$ cat src/rtl/led_pkg.sv
// led_pkg -- shared definitions for the LED breathing block.
//   breath_state_t : FSM state encoding (IDLE, RISE, HOLD_HI, FALL, HOLD_LO)
//   off_level()    : pin level that keeps the LED dark for a given polarity
//   duty_max()     : largest duty value (fully lit except one clock) for a PWM width
package led_pkg;

  typedef enum logic [2:0] {
    IDLE    = 3'd0,
    RISE    = 3'd1,
    HOLD_HI = 3'd2,
    FALL    = 3'd3,
    HOLD_LO = 3'd4
  } breath_state_t;

  localparam int DEFAULT_PWM_BITS = 8;

  function automatic logic off_level(input int active_low);
    return (active_low != 0);
  endfunction

  function automatic int duty_max(input int bits);
    return (1 << bits) - 1;
  endfunction

endpackage

$ cat src/rtl/led_pwm_gen.sv
// led_pwm_gen -- free-running PWM counter, duty register and pin driver.
//   clk       : clock (rising edge)
//   rst_n     : synchronous active-low reset
//   i_en      : run enable; low clears counter/duty and parks the pin off
//   i_shadow  : next duty value, sampled only when the counter wraps
//   o_duty    : duty value applied to the current period
//   o_led     : registered pin drive (lit XOR active-low polarity)
module led_pwm_gen
  import led_pkg::*;
#(
  parameter int PWM_BITS   = DEFAULT_PWM_BITS,
  parameter int ACTIVE_LOW = 1
) (
  input  logic                clk,
  input  logic                rst_n,
  input  logic                i_en,
  input  logic [PWM_BITS-1:0] i_shadow,
  output logic [PWM_BITS-1:0] o_duty,
  output logic                o_led
);

  localparam logic [PWM_BITS-1:0] MAX = PWM_BITS'(duty_max(PWM_BITS));
  localparam logic                OFF = off_level(ACTIVE_LOW);

  logic [PWM_BITS-1:0] r_cnt;
  logic [PWM_BITS-1:0] r_duty;
  logic                r_led;
  logic                w_lit;
  logic                w_wrap;

  assign w_lit  = (r_cnt < r_duty);
  assign w_wrap = (r_cnt == MAX);

  // Duty is reloaded on the same edge the counter returns to 0, so a whole
  // period always runs against a single duty value.
  always_ff @(posedge clk) begin
    if (!rst_n || !i_en) begin
      r_cnt  <= '0;
      r_duty <= '0;
      r_led  <= OFF;
    end else begin
      r_cnt <= r_cnt + 1'b1;
      if (w_wrap) begin
        r_duty <= i_shadow;
      end
      r_led <= w_lit ^ OFF;
    end
  end

  assign o_duty = r_duty;
  assign o_led  = r_led;

endmodule

$ cat src/rtl/led_breath.sv
// led_breath -- LED "breathing" controller: ramps a PWM duty up and down one
// STEP per tick, with optional dwell at each extreme.
//   clk        : clock (rising edge)
//   rst_n      : synchronous active-low reset
//   en         : breathing enable; low returns everything to idle/off
//   tick_in    : one-cycle step pulse (held high = one step per clock)
//   led_out    : registered PWM pin drive
//   duty       : duty value currently applied
//   cycle_done : one-clock pulse after the fall reaches zero
// Build option: define LED_BREATH_HOLD_EN to add HOLD_HI/HOLD_LO dwell states
// lasting HOLD_TICKS ticks each.
module led_breath
  import led_pkg::*;
#(
  parameter int PWM_BITS   = DEFAULT_PWM_BITS,
  parameter int STEP       = 1,
  parameter int HOLD_TICKS = 4,
  parameter int ACTIVE_LOW = 1
) (
  input  logic                clk,
  input  logic                rst_n,
  input  logic                en,
  input  logic                tick_in,
  output logic                led_out,
  output logic [PWM_BITS-1:0] duty,
  output logic                cycle_done
);

  // Arithmetic is one bit wider so the rise can detect overshoot past MAX.
  localparam logic [PWM_BITS:0]   MAX_W  = (PWM_BITS+1)'(duty_max(PWM_BITS));
  localparam logic [PWM_BITS:0]   STEP_W = (PWM_BITS+1)'(STEP);
  localparam logic [PWM_BITS-1:0] MAX_N  = PWM_BITS'(duty_max(PWM_BITS));
  localparam logic [PWM_BITS-1:0] STEP_N = PWM_BITS'(STEP);

  breath_state_t       r_state;
  breath_state_t       w_state_next;
  logic [PWM_BITS-1:0] r_shadow;
  logic [PWM_BITS-1:0] w_shadow_next;
  logic                r_cycle_done;
  logic                w_cycle_done_next;
  logic [PWM_BITS:0]   w_sum;
  logic                w_rise_top;
  logic                w_fall_bottom;

  assign w_sum         = {1'b0, r_shadow} + STEP_W;
  assign w_rise_top    = (w_sum >= MAX_W);
  assign w_fall_bottom = ({1'b0, r_shadow} <= STEP_W);

`ifdef LED_BREATH_HOLD_EN
  localparam int HOLD_W = (HOLD_TICKS > 1) ? $clog2(HOLD_TICKS) : 1;

  logic [HOLD_W-1:0] r_hold_cnt;
  logic              w_hold_last;
  logic              w_in_hold;

  assign w_hold_last = (r_hold_cnt == HOLD_W'(HOLD_TICKS - 1));
  assign w_in_hold   = (r_state == HOLD_HI) || (r_state == HOLD_LO);

  // Counts ticks spent in a hold state; clears on the exiting tick so the
  // next hold starts from 0.
  always_ff @(posedge clk) begin
    if (!rst_n || !en) begin
      r_hold_cnt <= '0;
    end else if (tick_in && w_in_hold) begin
      r_hold_cnt <= w_hold_last ? '0 : r_hold_cnt + 1'b1;
    end
  end
`endif

  // State register
  always_ff @(posedge clk) begin
    if (!rst_n) begin
      r_state <= IDLE;
    end else begin
      r_state <= w_state_next;
    end
  end

  // Next-state logic
  always_comb begin
    w_state_next = r_state;
    if (!en) begin
      w_state_next = IDLE;
    end else begin
      case (r_state)
        IDLE: w_state_next = RISE;
        RISE: begin
          if (tick_in && w_rise_top) begin
`ifdef LED_BREATH_HOLD_EN
            w_state_next = HOLD_HI;
`else
            w_state_next = FALL;
`endif
          end
        end
        FALL: begin
          if (tick_in && w_fall_bottom) begin
`ifdef LED_BREATH_HOLD_EN
            w_state_next = HOLD_LO;
`else
            w_state_next = RISE;
`endif
          end
        end
`ifdef LED_BREATH_HOLD_EN
        HOLD_HI: if (tick_in && w_hold_last) w_state_next = FALL;
        HOLD_LO: if (tick_in && w_hold_last) w_state_next = RISE;
`endif
        default: w_state_next = IDLE;
      endcase
    end
  end

  // Output logic: shadow duty update and end-of-breath pulse request
  always_comb begin
    w_shadow_next     = r_shadow;
    w_cycle_done_next = 1'b0;
    if (!en) begin
      w_shadow_next = '0;
    end else if (tick_in) begin
      case (r_state)
        RISE: w_shadow_next = w_rise_top ? MAX_N : w_sum[PWM_BITS-1:0];
        FALL: begin
          w_shadow_next     = w_fall_bottom ? '0 : (r_shadow - STEP_N);
          w_cycle_done_next = w_fall_bottom;
        end
        default: w_shadow_next = r_shadow;
      endcase
    end
  end

  always_ff @(posedge clk) begin
    if (!rst_n) begin
      r_shadow     <= '0;
      r_cycle_done <= 1'b0;
    end else begin
      r_shadow     <= w_shadow_next;
      r_cycle_done <= w_cycle_done_next;
    end
  end

  led_pwm_gen #(
    .PWM_BITS  (PWM_BITS),
    .ACTIVE_LOW(ACTIVE_LOW)
  ) u_pwm (
    .clk     (clk),
    .rst_n   (rst_n),
    .i_en    (en),
    .i_shadow(r_shadow),
    .o_duty  (duty),
    .o_led   (led_out)
  );

  assign cycle_done = r_cycle_done;

endmodule

$ cat config.mk
export PLATFORM = sky130hd
export DESIGN_NAME = led_breath
export DESIGN_NICKNAME = d
export VERILOG_FILES = /design/src/rtl/led_pkg.sv /design/src/rtl/led_pwm_gen.sv /design/src/rtl/led_breath.sv
export SDC_FILE = /design/constraint.sdc
export NUM_CORES = 1
export LEC_CHECK = 0
export CORE_MARGIN = 1.5
export CORE_UTILIZATION = 30
export DETAILED_ROUTE_END_ITERATION = 10
export PLACE_DENSITY = 0.44
export SKIP_CTS_REPAIR_TIMING = 1
export SLEW_MARGIN = 20
export SYNTH_ARGS = -nofsm -noshare
export SYNTH_HDL_FRONTEND = slang
export SYNTH_SLANG_ARGS = --single-unit
$ cat constraint.sdc
create_clock -name clk -period 2.22 [get_ports clk]
set_clock_uncertainty 0.2 [all_clocks]
set_input_delay 0.333 -clock clk [delete_from_list [all_inputs] [get_ports clk]]
set_output_delay 0.333 -clock clk [all_outputs]
set_load 0.02 [all_outputs]
==> impl_metrics.py, run 1 <==
metrics = {
    "run_status": {
        "status": "finished, final reports clean",
    },
    "clocking": {
        "cts_tree": "yes",
        "root_buffer": "clkbuf_8",
        "cts_max_path_buffers": 2,
        "numCtsBuffers": 3,
        "clk_pin_slew_ns": 0.10,
        "cts.sink_count": 28,
        "cts.htree.levels": 1,
        "clkLatencyLatePin_ns": 0.27,
    },
    "layout": {
        "final_util_pct": 35.8,
        "n_fill_cell": 617,
        "fin_nets": 254,
        "num_antenna_cells": 0,
        "seq_area_um2": 561,
        "final_area_um2": 2100,
        "drive_above_1_share_pct": 14.0,
        "multi_input_area_um2": 1130,
        "syn_to_final_growth_pct": 16.2,
    },
    "synthesis": {
        "syn_inst": 220,
        "synth_most_common_cell": "dfxtp_1",
        "synth.largest_area_cell": "dfxtp_1",
        "synth_area_per_cell_um2": 8.20,
        "async_flop_share_pct": 0,
        "synth.area.top_cells": "dfxtp_1 (31%), ha_1 (8.3%), mux2i_1 (5.6%), nor2_1 (4.6%), nand2_1 (4.0%)",
        "yosysWarningCount": 0,
        "synth_edf_count": 0,
        "syn_nets": 236,
        "yosys-top-cells-count": "dfxtp_1 (28), nor2_1 (22), nand2_1 (19)",
        "seq_area_frac_synth_pct": 31.1,
        "ys_types": 50,
        "yosysTopAreaCellShare_pct": 31.1,
        "ys_ff_latch": 28,
        "netlist_area_um2": 1800,
        "synth_flop_cell": "dfxtp_1",
    },
    "drt": {
        "ant_nets": 0,
        "routed_wl_um": 4230,
        "via_count": 1528,
        "drt_iter0_markers": 111,
        "drc": 0,
        "first_pass_iters": 4,
        "route.detailed.wl_per_inst_um": 13.6,
        "vias_per_cell": 4.91,
    },
    "power_and_ir_drop": {
        "p_leak_nw": 0.720,
        "pwr_density_cell_nw_per_um2": 412,
        "vdd_drop_max_mv": 0.247,
    },
    "floorplan": {
        "core-area_um2": 5850,
        "die_w_um": 80.5,
        "start_util_pct": 30.8,
        "placementRows": 28,
        "die-area_um2": 6480,
        "fp.dieH_um": 80.5,
        "io-pin-count": 14,
    },
    "setup_path": {
        "end_kind": "flip-flop",
        "startpoint_type": "flip-flop",
        "cp.required_ns": 2.22,
        "critical_path_arrival_ns": 2.00,
        "r2r-start": "r_shadow[0]$_SDFFE_PN0P_",
        "path_max_fanout": 9,
        "cp-startpoint": "r_shadow[0]$_SDFFE_PN0P_",
        "critPathKind": "flip-flop to flip-flop",
    },
    "global_routing": {
        "grt_pass1_vias": 1465,
        "grt_max_degree": 24,
        "grt_pass1_wl_um": 7060,
        "grt_util_all_layers_pct": 14.1,
        "grt_overflow_total": 0,
        "grt_antenna_before_repair": 0,
    },
    "timing": {
        "hold_violations": 0,
        "max_slew_margin_pct": 67.1,
        "rsz0062_at_grt": "no",
        "timing.final.ws_setup_ns": 0.218,
        "max_freq_mhz": 500,
        "setup_viol": 0,
        "drv_slew": 0,
        "worstMarginPinSlew_ns": 0.490,
        "tns_ns": 0,
        "period_needed_ns": 2.00,
        "fin_crit_sh_pct": 90.2,
    },
    "placement": {
        "portBuffers": 13,
        "dp_hpwl_um": 3200,
        "pre_cts_slack_ns": 0.210,
        "place_congestion": 0.820,
        "placed_area_um2": 2050,
    },
    "hold_path": {
        "hold_start": "u_pwm.r_cnt[0]$_SDFF_PN0_",
        "min_path_type": "flip-flop to flip-flop",
    },
    "flow_run": {
        "cap_violations": 0,
    },
}
==> registers in the layout, summed over array words and instances, names as in the netlist <==
| name | cells |
|---|---|
| r_shadow | 8 |
| u_pwm.o_duty | 8 |
| u_pwm.r_cnt | 8 |
| r_state | 2 |
| cycle_done | 1 |
| u_pwm.o_led | 1 |
==> per-stage QoR <==
stage | power, mW | hold WS (ns) | instances
2_1_floorplan | 0.567 | 0.225 | 220
3_3_place_gp | 0.593 | 0.242 | 308
3_5_place_dp | 0.592 | 0.249 | 308
4_1_cts | 0.883 | 0.269 | 311
5_1_grt | 0.897 | 0.273 | 311
6_report | 0.864 | 0.270 | 311
==> layout by cell type (no fill, tap or decap), types with 4 or more instances in the layout <==
master / instances
a21o_1: 4
a21oi_1: 13
a31oi_1: 4
buf_4: 14
clkdlybuf4s50_1: 13
dfxtp_1: 28
ha_1: 12
inv_1: 10
mux2i_1: 10
nand2_1: 19
nand2b_1: 5
nand3_1: 10
nor2_1: 22
nor3_1: 6
o211ai_1: 5
o21ai_0: 6
o21ai_1: 9
xnor2_1: 4
xor2_1: 4
==> final cells by class <==
class	instances	share of cell area, %
well taps	75	4.48
inverters	10	1.79
repair buffers	27	11.2
multi-input cells	168	53.8
flip-flops and latches	28	26.7
clock buffers	3	1.97
==> cells by family (layout without fill, tap and decap cells) <==
| logic type | after synthesis | after routing | share of synthesized area, % |
|---|---|---|---|
| adders and majority gates | 12 | 12 | 8.33 |
| AOI/OAI and AO/OA | 54 | 54 | 19.4 |
| muxes | 10 | 10 | 5.55 |
| DFF | 28 | 28 | 31.1 |
| xor gates and xnor gates | 8 | 8 | 3.89 |
| buffers and inverters | 24 | 40 | 6.38 |
| and+or+nand+nor | 84 | 84 | 25.3 |
==> worst max-delay path, cell delays in order, from the launching register on <==
cell and delay (ns):
dfxtp_1 0.33, buf_4 0.15, ha_1 0.30, a21oi_1 0.20
o21ai_0 0.10, o211ai_1 0.12, and4_4 0.26, a21oi_2 0.07
a211oi_2 0.20
==> power breakdown <==
part / total [mW] / internal (mW) / switching, mW
Combinational: 0.0676 / 0.0289 / 0.0387
Sequential: 0.512 / 0.506 / 0.00548
Clock: 0.285 / 0.122 / 0.163
==> worst paths after layout <==
kind,to,slack (ns),cells past startpoint
setup reg to reg,r_shadow[0]$_SDFFE_PN0P_,0.22,8
hold reg to reg,u_pwm.r_cnt[0]$_SDFF_PN0_,0.27,1
hold / removal,u_pwm.r_cnt[0]$_SDFF_PN0_,0.27,1
setup / recovery,r_shadow[0]$_SDFFE_PN0P_,0.22,8
==> layer usage <==
layer	part of all wire [%]	track usage [%]
met5	0	0
met4	0.92	4.14
met3	2.5	1.70
met2	47	24.2
met1	49	18.2
(Power assumes the default switching activity.)
==> run 2, diff against run 1 <==
- HOLD_SLACK_MARGIN: unset -> 0.06
- PLACE_DENSITY: 0.44 -> unset
- PLACE_DENSITY_LB_ADDON: unset -> 0.12
==> run 2 against run 1 <==
Compared with the run above: worst hold slack worse by 0.0011 ns; largest power group unchanged; register-to-register slack worse by 0.04 ns; final cell count is 0.64% higher.
==> impl_metrics.py, run 2 (same netlist as run 1, synthesis figures left out) <==
metrics = {
    "timing": {
        "period_needed_ns": 2.05,
        "rsz0062_at_grt": "no",
        "max_slew_margin_pct": 64.7,
        "max_freq_mhz": 489,
        "timing.hold.ws_ns": 0.269,
        "drv_slew": 0,
        "tns_ns": 0,
        "setup_viol": 0,
        "worstMarginPinSlew_ns": 0.525,
        "fin_crit_sh_pct": 92.2,
        "timing.final.ws_setup_ns": 0.174,
        "hold_violations": 0,
    },
    "setup_path": {
        "cp.required_ns": 2.23,
        "crit_chain": "buf_4 -> ha_1 -> o21ba_1 -> a31oi_2 -> nand2_1 -> o21ai_1 -> a22oi_2 -> nor3_2",
        "path_delay_family": "compound AO/OA/AOI/OAI gates",
        "r2r_cells": 8,
        "r2r-start": "r_shadow[0]$_SDFFE_PN0P_",
        "cp_num_cells": 8,
        "slowest_delay_ns": 0.36,
        "path_max_fanout": 10,
        "cp-startpoint": "r_shadow[0]$_SDFFE_PN0P_",
        "cp_slowest_cell": "a31oi_2",
        "r2r-end": "r_shadow[2]$_SDFFE_PN0P_",
        "startpoint_type": "flip-flop",
        "critPathKind": "flip-flop to flip-flop",
        "cp-endpoint": "r_shadow[2]$_SDFFE_PN0P_",
        "end_kind": "flip-flop",
        "critical_path_arrival_ns": 2.06,
        "r2r_slack_ns": 0.17,
        "cp_num_buf_inv": 1,
    },
    "flow_run": {
        "cap_violations": 0,
    },
    "global_routing": {
        "busiest_layer": "met2",
        "grt_max_degree": 19,
        "gr-usage-met1_pct": 18.4,
        "grt_overflow_total": 0,
        "grt_pass1_vias": 1523,
        "grt_antenna_before_repair": 0,
        "grt_pass1_wl_um": 7350,
        "use_met3_pct": 1.82,
        "grt_use_met2_pct": 25.2,
        "grt_util_all_layers_pct": 14.7,
    },
    "drt": {
        "route.detailed.wl_per_inst_um": 13.5,
        "via_count": 1556,
        "ant_nets": 0,
        "drt_iter0_markers": 84,
        "vias_per_cell": 4.97,
        "first_pass_iters": 4,
        "drc": 0,
        "routed_wl_um": 4240,
    },
    "placement": {
        "portBuffers": 13,
        "place_congestion": 0.835,
        "dp_hpwl_um": 3270,
        "pre_cts_slack_ns": 0.205,
        "dp_cells": 310,
    },
    "clocking": {
        "root_buffer": "clkbuf_8",
        "clkLatencyLatePin_ns": 0.28,
        "cts_tree": "yes",
        "cts_max_path_buffers": 2,
        "numCtsBuffers": 3,
        "cts.sink_count": 28,
        "cts.htree.levels": 1,
        "clk_pin_slew_ns": 0.10,
    },
    "power_and_ir_drop": {
        "p_leak_nw": 0.728,
        "vdd_drop_max_mv": 0.194,
        "pwr_density_cell_nw_per_um2": 410,
        "finalPower_mw": 0.864,
    },
    "hold_path": {
        "whs_path_depth": 1,
        "min_path_type": "flip-flop to flip-flop",
    },
    "layout": {
        "final_common_cell": "dfxtp_1",
        "fin_nets": 256,
        "syn_to_final_growth_pct": 17.1,
        "n_fill_cell": 592,
        "fin_cells": 313,
        "num_antenna_cells": 0,
        "drive_above_1_share_pct": 14.7,
        "mostFrequentLayoutCells": "dfxtp_1 (28), nor2_1 (22), nand2_1 (19)",
    },
    "floorplan": {
        "io-pin-count": 14,
        "die-area_um2": 6480,
        "die_w_um": 80.5,
        "fp.dieH_um": 80.5,
        "start_util_pct": 30.8,
        "core-area_um2": 5850,
        "placementRows": 28,
    },
    "run_status": {
        "status": "finished, final reports clean",
    },
}
[run 2: cell count changes in the layout (fill, tap and decap cells not counted), sizes merged]
cell and change:
buf +2
[run 2: per-layer routing]
metal  share of wire (%)  up-vias
li1                    -      815
met4                 2.6        0
met1                  49      718
met5                   0        -
met3                 1.2        9
met2                  48       14
[run 2: how the worst min path moves through the flow]
stage | start | endpoint | slack [ns]
after floorplan | u_pwm.r_cnt[0]$_SDFF_PN0_ | u_pwm.r_cnt[0]$_SDFF_PN0_ | 0.23
after global placement | u_pwm.r_cnt[0]$_SDFF_PN0_ | u_pwm.r_cnt[0]$_SDFF_PN0_ | 0.24
after detailed placement | u_pwm.r_cnt[0]$_SDFF_PN0_ | u_pwm.r_cnt[0]$_SDFF_PN0_ | 0.25
after CTS | u_pwm.r_cnt[0]$_SDFF_PN0_ | u_pwm.r_cnt[0]$_SDFF_PN0_ | 0.28
after global routing | u_pwm.r_cnt[0]$_SDFF_PN0_ | u_pwm.r_cnt[0]$_SDFF_PN0_ | 0.31
final | u_pwm.r_cnt[0]$_SDFF_PN0_ | u_pwm.r_cnt[0]$_SDFF_PN0_ | 0.27
[run 2: where the power goes]
| group | switching [mW] | internal, mW |
|---|---|---|
| clock | 0.161 | 0.122 |
| sequential | 0.00555 | 0.506 |
| combinational | 0.0394 | 0.0302 |
[run 2: layout make-up]
cell class              count  area (um^2)  area share [%]
flip-flops and latches     28          561            26.6
multi-input cells         168         1130            53.4
clock buffers               3         41.3            1.96
well taps                  75         93.8            4.45
repair buffers             29          250            11.9
inverters                  10         37.5            1.78
[run 2: through the flow]
stage               util [%]  instance area, um^2
floorplan                  -                 1800
finish                  36.1                 2110
detailed placement      35.4                 2070
global placement        35.4                 2070
CTS                     36.1                 2110
global route            36.1                 2110
==> RTL edit (settings of run 2) <==
The package constant `DEFAULT_PWM_BITS` goes from 8 to 12.
--- a/src/rtl/led_pkg.sv
+++ b/src/rtl/led_pkg.sv
@@ -14,3 +14,3 @@
 
-  localparam int DEFAULT_PWM_BITS = 8;
+  localparam int DEFAULT_PWM_BITS = 12;
 
Interface: changed (resized duty); port bits go from 14 to 18. The function was not compared with the original's and may differ.
==> RTL edit against run 2 <==
  * Sequential cell count is 12 higher
  * Power is 64% higher
  * Routed wire length is 69% higher
  * Design area is 57% higher
  * Global-route usage is 2.3 points higher
  * Sequential share of layout area is 2.0 points lower
  * Synthesized area is 40% higher
  * Setup slack worse by 0.084 ns
  * Worst hold slack better by 0.0077 ns
  * Sequential power is 42% higher
  * Synthesized cell count is 50% higher
  * Non-clock buffer count is 44 higher
  * Critical path type unchanged
==> RTL edit: results (changes against run 2) <==
Pwr
  • Leakage power: 0.00123 uW (+69%)
  • VDD IR max: 221 uV (+14%)

Logic synthesis
  • Register area share after synthesis: 31.7% (+0.61 points)
  • Synth top area cells: dfxtp_1, ha_1, nand2_1
  • Post-synthesis compound-gate area fraction: 24.7% (+5.2 points)
  • Syn Nets: 350 (+48%)
  • Netlist cell types: 56 (+12%)
  • Post-synthesis xor/xnor area fraction: 3.12% (-0.77 points)
  • Post-Synth Adder-Cell Area: 7.92% (-0.40 points)
  • Synth cell count leaders: nand2_1, dfxtp_1, a21oi_1, o21ai_0, nor2_1
  • Mux cell area share after synthesis: 0.792% (-4.8 points)

Setup path
  • RR Startpoint: r_shadow[1]
  • Worst EP arrival: 2.12 ns (+0.06 ns)
  • Worst R2R Setup Slack: 0.09 ns (-0.08 ns)
  • Worst reg2reg endpoint: r_shadow[4]
  • Max stage delay cell, worst path: dfxtp_4
  • Largest fanout on the critical path: 5 (-5)

Global route
  • First-pass GRT wire length: 11.9 mm (+63%)
  • Gr usage total: 17.0% (+2.3 points)
  • Largest net degree at the start of global routing: 14 (-5)
  • Vias in the first global route: 2438 (+60%)

Placed design
  • IO buf count: 17 (+4)
  • Gpl congestion: 0.839 (+0.48%)
  • Post-DP Area: 3110 sq um (+50%)
  • Pre-CTS setup slack: -0.0201 ns (-0.225 ns)
  • Post-DP HPWL: 5.45 mm (+66%)

Clock network
  • Worst-path clk slew: 0.08 ns (-0.02 ns)
  • H-tree depth: 2 (+1)
  • Total CTS buffers: 5 (+2)

STA
  • Hold_ws: 0.276 ns (+0.00773 ns)

Min path
  • Hold crit path type: flop to flop
  • HP Start: u_pwm.o_duty[8]
  • Hold path cells: 2 (+1)

Finish
  • Share of cells above drive strength 1: 21.9% (+7.2 points)
  • N_diodes: 0 (unchanged)
  • Nets: 407 (+59%)

Detailed routing
  • Initial DRC count: 103 (+23%)
  • Vias per cell: 5.11 (+2.7%)

Outcome
  • Status: completed
[RTL edit: cell count changes in the layout (fill, tap and decap cells not counted), moves of 4 or more]
cell,delta
buf_4,+39
nand2_1,+28
o21ai_0,+19
a21oi_1,+15
mux2i_1,-8
dfxtp_1,+7
o21ai_1,-7
inv_1,+6
nand4_1,+5
clkdlybuf4s50_1,+4
or3_1,+4
[RTL edit: metal layers]
metal	GRT usage, %	share of wire (%)
met5	0	0
met4	4.85	0.85
met3	2.90	3.3
met2	26.3	43
met1	24.1	52
[RTL edit: power by group]
group	switching, uW	internal, uW
clock network	270	333
registers	6.33	719
logic	49.5	42.0
[RTL edit: stage by stage]
stage / setup TNS, ns / util [%] / std cells
floorplan: 0 / - / 330
global placement: 0 / 38.0 / 481
detailed placement: -0.0201 / 38.0 / 481
CTS: -0.0456 / 39.4 / 489
global route: -0.0137 / 40.5 / 493
finish: 0 / 40.5 / 493
[RTL edit: cells by family (layout without fill, tap and decap cells)]
logic type,Yosys count,count (layout)
AND/OR/NAND/NOR,126,126
XOR/XNOR,9,9
AO/OA/AOI/OAI,97,97
flip-flops,40,40
buffers and inverters,40,98
adder cells (fa/ha/maj),16,16
multiplexers,2,2
[RTL edit: worst max path at each step]
stage           startpoint  slack, ns     endpoint
6_report       r_shadow[1]       0.09  r_shadow[4]
5_1_grt        r_shadow[0]      -0.01  r_shadow[5]
4_1_cts        r_shadow[0]      -0.05  r_shadow[2]
3_5_place_dp   r_shadow[0]      -0.02  r_shadow[2]
3_3_place_gp   r_shadow[0]      0.002  r_shadow[2]
2_1_floorplan  r_shadow[0]       0.02  r_shadow[2]
[RTL edit: layout make-up]
type / count / area (sq um)
Clock inverter: 3 / 42.5
Inverter: 17 / 63.8
Clock buffer: 5 / 68.8
Multi-Input combinational cell: 250 / 1590
Fill cell: 870 / 4870
Sequential cell: 40 / 812
Timing Repair Buffer: 73 / 594
Tap cell: 105 / 131
[RTL edit: tightest hold or removal path, delay by kind of cell (launching register included)]
kind	cells	cell delay, ns
compound gates	1	0.05
flops	1	0.33
simple gates	1	0.06
